`config.mk`:
```
export PLATFORM = sky130hd
export DESIGN_NAME = multicycle_ctrl_fsm
export DESIGN_NICKNAME = d
export VERILOG_FILES = /design/src/rtl/multicycle_ctrl_fsm.sv
export SDC_FILE = /design/constraint.sdc
export NUM_CORES = 1
export LEC_CHECK = 0
export BUFFER_PORTS_ARGS = -buffer_cell sky130_fd_sc_hd__buf_2
export CAP_MARGIN = 20
export CORE_ASPECT_RATIO = 1.75
export CORE_MARGIN = 10
export CORE_UTILIZATION = 35
export DETAILED_ROUTE_END_ITERATION = 16
export GPL_TIMING_DRIVEN = 0
export PLACE_DENSITY_LB_ADDON = 0.05
export REMOVE_ABC_BUFFERS = 1
export SYNTH_ARGS = -nofsm -noshare
export SYNTH_HDL_FRONTEND = slang
export SYNTH_SLANG_ARGS = --single-unit
```
`constraint.sdc`:
```
create_clock -name clk -period 10 [get_ports clk]
set_input_delay 1.5 -clock clk [delete_from_list [all_inputs] [get_ports clk]]
set_output_delay 1.5 -clock clk [all_outputs]
set_load 0.01 [all_outputs]
```
`src/rtl/multicycle_ctrl_fsm.sv`:
```
// Self-sequencing fetch/execute controller for the multi-cycle CPU.
// Select encodings follow INSTRUCTIONS.v; outputs decode from registered state plus ins_*.
module multicycle_ctrl_fsm #(
    parameter int BUS_TIMEOUT = 16,
    parameter int ALU_LAT     = 1,
    parameter int RET_W       = 32
) (
    input  logic             clk,
    input  logic             rst,
    input  logic             run,
    input  logic             BUS_rdata_valid,
    input  logic             BUS_write_done,
    input  logic             ins_ADD,
    input  logic             ins_SUB,
    input  logic             ins_SW,
    input  logic             ins_LW,
    input  logic             ins_ADDI,
    input  logic             ins_LUI,
    input  logic             ins_JAL,
    input  logic             ins_BEQ,
    input  logic             alu_zero,
    output logic             Mif,
    output logic             Mex,
    output logic             ins_reg_en,
    output logic             reg_wen,
    output logic [1:0]       PC_CS,
    output logic             PC_EN,
    output logic             PC_mode,
    output logic             ALU_mode,
    output logic [1:0]       ALU_CS1,
    output logic [1:0]       ALU_CS2,
    output logic [2:0]       BUS_ADDR_CS,
    output logic [2:0]       BUS_DATA_CS,
    output logic             BUS_mode,
    output logic             BUS_start_transaction,
    output logic             instr_retired,
    output logic [RET_W-1:0] retire_cnt,
    output logic             bus_err,
    output logic             halted
);
    localparam logic [1:0] PC_CS_INC        = 2'd0;
    localparam logic [1:0] PC_CS_ALU        = 2'd1;
    localparam logic       PC_MODE_INC      = 1'b0;
    localparam logic       PC_MODE_JAL      = 1'b1;
    localparam logic       ALU_MODE_ADD     = 1'b0;
    localparam logic       ALU_MODE_SUB     = 1'b1;
    localparam logic [1:0] ALU_CS1_REG0     = 2'd0;
    localparam logic [1:0] ALU_CS1_IM       = 2'd1;
    localparam logic [1:0] ALU_CS2_REG1     = 2'd1;
    localparam logic [2:0] BUS_ADDR_CS_PC   = 3'd0;
    localparam logic [2:0] BUS_ADDR_CS_ALU  = 3'd1;
    localparam logic [2:0] BUS_DATA_CS_REG0 = 3'd0;
    localparam logic       BUS_MODE_READ    = 1'b0;
    localparam logic       BUS_MODE_WRITE   = 1'b1;

    localparam int TW = $clog2(BUS_TIMEOUT);
    localparam int AW = (ALU_LAT > 1) ? $clog2(ALU_LAT) : 1;

    typedef enum logic [2:0] {
        IDLE, IF_REQ, IF_WAIT, EX_ALU, EX_MREQ, EX_MWAIT, EX_WB, ERR
    } state_t;

    state_t        state, state_nx;
    logic [TW-1:0] tmo_cnt;
    logic [AW-1:0] alu_cnt;

    logic legal, mem_op, use_im, sub_op, wb_op, waiting, alu_last, tmo_last, mem_done;

    assign legal    = $onehot({ins_ADD, ins_SUB, ins_SW, ins_LW, ins_ADDI, ins_LUI, ins_JAL, ins_BEQ});
    assign mem_op   = ins_SW | ins_LW;
    assign use_im   = ins_ADDI | mem_op;
    assign sub_op   = ins_SUB | ins_BEQ;
    assign wb_op    = ins_ADD | ins_SUB | ins_ADDI | ins_LUI | ins_JAL;
    assign waiting  = (state == IF_WAIT) || (state == EX_MWAIT);
    assign alu_last = (alu_cnt == AW'(ALU_LAT - 1));
    // tmo_cnt holds the number of wait cycles already spent, so this is the last allowed one
    assign tmo_last = (tmo_cnt == TW'(BUS_TIMEOUT - 1));
    assign mem_done = ins_SW ? BUS_write_done : BUS_rdata_valid;

    always_ff @(posedge clk or posedge rst) begin
        if (rst) begin
            state      <= IDLE;
            tmo_cnt    <= '0;
            alu_cnt    <= '0;
            retire_cnt <= '0;
        end else begin
            state   <= state_nx;
            tmo_cnt <= (waiting && state_nx == state) ? tmo_cnt + 1'b1 : '0;
            alu_cnt <= (state == EX_ALU && state_nx == EX_ALU) ? alu_cnt + 1'b1 : '0;
            if (instr_retired)
                retire_cnt <= retire_cnt + 1'b1;
        end
    end

    always_comb begin
        state_nx              = state;
        Mif                   = 1'b0;
        Mex                   = 1'b0;
        ins_reg_en            = 1'b0;
        reg_wen               = 1'b0;
        PC_CS                 = PC_CS_INC;
        PC_EN                 = 1'b0;
        PC_mode               = PC_MODE_INC;
        ALU_mode              = ALU_MODE_ADD;
        ALU_CS1               = ALU_CS1_REG0;
        ALU_CS2               = ALU_CS2_REG1;
        BUS_ADDR_CS           = BUS_ADDR_CS_PC;
        BUS_DATA_CS           = BUS_DATA_CS_REG0;
        BUS_mode              = BUS_MODE_READ;
        BUS_start_transaction = 1'b0;
        instr_retired         = 1'b0;
        bus_err               = 1'b0;
        halted                = 1'b0;

        if (state inside {EX_ALU, EX_MREQ, EX_MWAIT, EX_WB}) begin
            Mex      = 1'b1;
            ALU_CS1  = use_im ? ALU_CS1_IM : ALU_CS1_REG0;
            ALU_mode = sub_op ? ALU_MODE_SUB : ALU_MODE_ADD;
        end
        // address and direction stay up for the whole data transfer
        if (state == EX_MREQ || state == EX_MWAIT) begin
            BUS_ADDR_CS = BUS_ADDR_CS_ALU;
            BUS_mode    = ins_SW ? BUS_MODE_WRITE : BUS_MODE_READ;
        end

        case (state)
            IDLE: if (run) state_nx = IF_REQ;
            IF_REQ: begin
                Mif                   = 1'b1;
                BUS_start_transaction = 1'b1;
                PC_EN                 = 1'b1;
                state_nx              = IF_WAIT;
            end
            IF_WAIT: begin
                Mif = 1'b1;
                if (BUS_rdata_valid) begin
                    ins_reg_en = 1'b1;
                    state_nx   = EX_ALU;
                end else if (tmo_last) begin
                    state_nx = ERR;
                end
            end
            EX_ALU: begin
                if (!legal) begin
                    state_nx = ERR;
                end else if (alu_last) begin
                    if (mem_op) begin
                        state_nx = EX_MREQ;
                    end else begin
                        reg_wen       = wb_op;
                        instr_retired = 1'b1;
                        if (ins_JAL) begin
                            PC_EN   = 1'b1;
                            PC_CS   = PC_CS_ALU;
                            PC_mode = PC_MODE_JAL;
                        end
                        if (ins_BEQ) begin
                            PC_EN = alu_zero;
                            PC_CS = PC_CS_ALU;
                        end
                    end
                end
            end
            EX_MREQ: begin
                BUS_start_transaction = 1'b1;
                state_nx              = EX_MWAIT;
            end
            EX_MWAIT: begin
                if (mem_done) begin
                    if (ins_SW) instr_retired = 1'b1;
                    else        state_nx      = EX_WB;
                end else if (tmo_last) begin
                    state_nx = ERR;
                end
            end
            EX_WB: begin
                reg_wen       = 1'b1;
                instr_retired = 1'b1;
            end
            ERR: begin
                bus_err = 1'b1;
                halted  = 1'b1;
            end
            default: state_nx = IDLE;
        endcase

        if (instr_retired)
            state_nx = run ? IF_REQ : IDLE;
    end
endmodule

```
==> summary.txt <==
Global route
  • Most Crowded Layer GR: met2
  • Global-route wire length before repair: 9894 um
  • Largest net degree at the start of global routing: 41
  • Total global-route track usage: 10.88%
  • M2 GR Usage: 19.84%
  • Vias in the first global route: 2006
  • Grt ovf: 0
  • Met1 Use GR: 11.58%
  • Antenna violations before repair: 0
  • GR Util met3: 3.222%

Timing
  • Tmin final: 6.612 ns
  • Unrepaired setup endpoints after global routing: no
  • Tcrit/Tclk final: 66.12%
  • Post-Route Skew: 0.004339 ns
  • Hold_ws: 0.4673 ns
  • Final setup vio count: 0
  • Worst-margin pin slew: 0.8426 ns
  • FMAX: 151.2 MHz
  • Setup TNS: 0 ns
  • PnR worst setup slack: 3.388 ns
  • Max Slew Vio Count: 0
  • Final hold violations: 0
  • Rel. slew slack: 43.74%

Place
  • Post-DP HPWL: 4612 um
  • Worst slack, placed: 3.352 ns
  • Gpl congestion: 0.7670
  • Port buffer count: 60

Run status
  • Status: finished clean

Drt
  • Drt drc: 0
  • Drt initial violations: 34
  • Final ANT Viol Nets: 0
  • Detailed-route wire length: 5862 um
  • DR vias: 1861
  • WL per Instance: 15.27 um
  • DRT Pass-1 Iters: 4
  • Vias/cell: 4.846

Cells and area
  • # diodes: 0
  • Fill cell count: 706
  • Fraction of layout cells with a size suffix above 1: 29.33%
  • Most common cell after layout, fill and taps aside: buf_2
  • Area delta synth->final: 20.62%
  • Nets: 323
  • Commonest cells after routing, fill and taps aside: buf_2 (60), dfrtp_1 (40), inv_1 (19), xnor2_1 (18)

CTS
  • Hold buffers post-CTS: 0
  • CTS tree: yes
  • Root Driver: clkbuf_16
  • Resize count post-CTS: 0
  • Worst skew pair latency: 0.28 ns
  • Total CTS buffers: 5
  • Clock transition at the registers of the reported paths: 0.06 ns
  • Setup bufs post-CTS: 0
  • H-tree levels: 2
  • Clock tree buffer depth: 2
  • Number of clock sinks: 40

Critical path
  • Critical path type: in -> out
  • Crit end category: output port
  • CP cell instances: buf_2 > inv_1 > fa_1 > fa_1 > fa_1 > inv_1 > ha_1 > inv_1 > fa_1 > a211o_4 > a2111oi_4 > nor2_1 > inv_1 > buf_2
  • Launching element type of the critical path: primary input
  • Worst endpoint required time: 8.50 ns
  • Worst-path maximum fanout: 5
  • Max incr delay on CP: 0.51 ns
  • Slowest cell on the critical path: fa_1
  • Arrival time of the worst setup path: 5.11 ns

Logic synthesis
  • Post-synth EDFFs: 0
  • Netlist cell types: 51
  • Most used DFF post-synth: dfrtp_1
  • Ys Warns: 0
  • Synthesized flop and latch total: 40
  • Post-synth ARST share: 100.0%
  • Mapped Area: 2457 um^2
  • Synthesized netlist cell count: 238
  • Sequential fraction of the synthesis area: 40.73%
  • Avg Inst Size Synth: 10.33 um^2

Floorplanning
  • # rows: 40
  • Ports: 70
  • Die width: 83.34 um
  • Die ar.: 10900 um^2
  • CORE AREA: 6857 um^2
  • Starting Density: 35.84%
  • Die height: 130.8 um

Job
  • Max_cap viols: 0

Power
  • Pwr dens: 212.0 nW/um^2
  • Worst VDD drop: 0.09728 mV
  • Leakage power: 1.521 nW

Hold path
  • Hold Crit Class: reg -> reg
-- Yosys cell counts, types with 3 or more instances --
cell       n  area (um^2)
a21oi_1    8        40.04
and2_1     4        25.02
and3_1     3        18.77
and4_1     3        26.28
buf_4     11        82.58
dfrtp_1   40         1001
fa_1       4        80.08
ha_1       6        75.07
inv_1     20        75.07
nand2_1   17        63.81
nand2b_1   4        25.02
nand3_1   14        70.07
nand4_1    6        37.54
nor2_1    17        63.81
nor3_2     5        50.05
o21ai_0    3        15.01
xnor2_1   18        157.7
xor2_1    16        140.1
-- logic make-up (layout without fill, tap and decap cells) --
family                     count (synthesis)  after routing  synth area share [%]
and+or+nand+nor                           85             85                 20.32
xor gates and xnor gates                  34             34                 12.12
buffers and inverters                     34             88                 6.975
adders and majority gates                 10             10                 6.314
AOI/OAI and AO/OA                         32             32                 12.78
muxes                                      1              1                0.4582
DFF                                       40             40                 40.73
other                                      2             10                0.3056
-- critical path: cells and delay by family --
kind	cells	cell delay, ns
buffers and inverters	6	0.57
AND/OR/NAND/NOR	1	0.20
AO/OA/AOI/OAI	2	0.87
adder cells (fa/ha/maj)	5	1.96
-- flip-flops by register name, summed over array words and instances, names as in the netlist --
register    count
state           3
retire_cnt     32
tmo_cnt         4
alu_cnt         1
-- final timing paths --
check | start | end | slack [ns] | depth (start not counted)
setup / recovery | ins_SUB | instr_retired | 3.39 | 14
hold / removal | tmo_cnt[0] | tmo_cnt[0] | 0.47 | 1
setup reg to reg | retire_cnt[2] | retire_cnt[30] | 7.95 | 5
hold reg to reg | tmo_cnt[0] | tmo_cnt[0] | 0.47 | 1
max in group asynchronous | rst | retire_cnt[6] | 8.07 | 2
min in group asynchronous | rst | retire_cnt[24] | 1.39 | 2
-- cell type report --
| cell class | instances | area [um^2] | area share [%] |
|---|---|---|---|
| Multi-Input combinational cell | 172 | 1315 | 44.36 |
| Tap cell | 84 | 105.1 | 3.546 |
| Timing Repair Buffer | 60 | 300.3 | 10.13 |
| Inverter | 20 | 75.07 | 2.533 |
| Sequential cell | 40 | 1001 | 33.77 |
| Clock buffer | 5 | 125.1 | 4.221 |
| Clock inverter | 3 | 42.54 | 1.435 |
-- routing by layer --
layer | up-vias | routed length [um]
li1 | 920 | -
met2 | 60 | 3051
met3 | 2 | 376
met5 | - | 0
met4 | 0 | 38
met1 | 879 | 2395
-- report_power, final --
group          internal (W)  switching (W)
clock              0.000117      0.0000627
sequential         0.000182      0.0000391
combinational     0.0000944       0.000133
-- metrics by stage --
stage               instance area, um^2  util, %  total power, W  std cells
finish                             2964    43.23       0.0006285        384
global route                       2964    43.23       0.0006793        384
CTS                                2964    43.23       0.0006426        384
detailed placement                 2796    40.78       0.0004601        376
global placement                   2796    40.78       0.0004581        376
floorplan                          2391        -       0.0003753        232
Note: power is estimated with default switching activity, not from simulation.
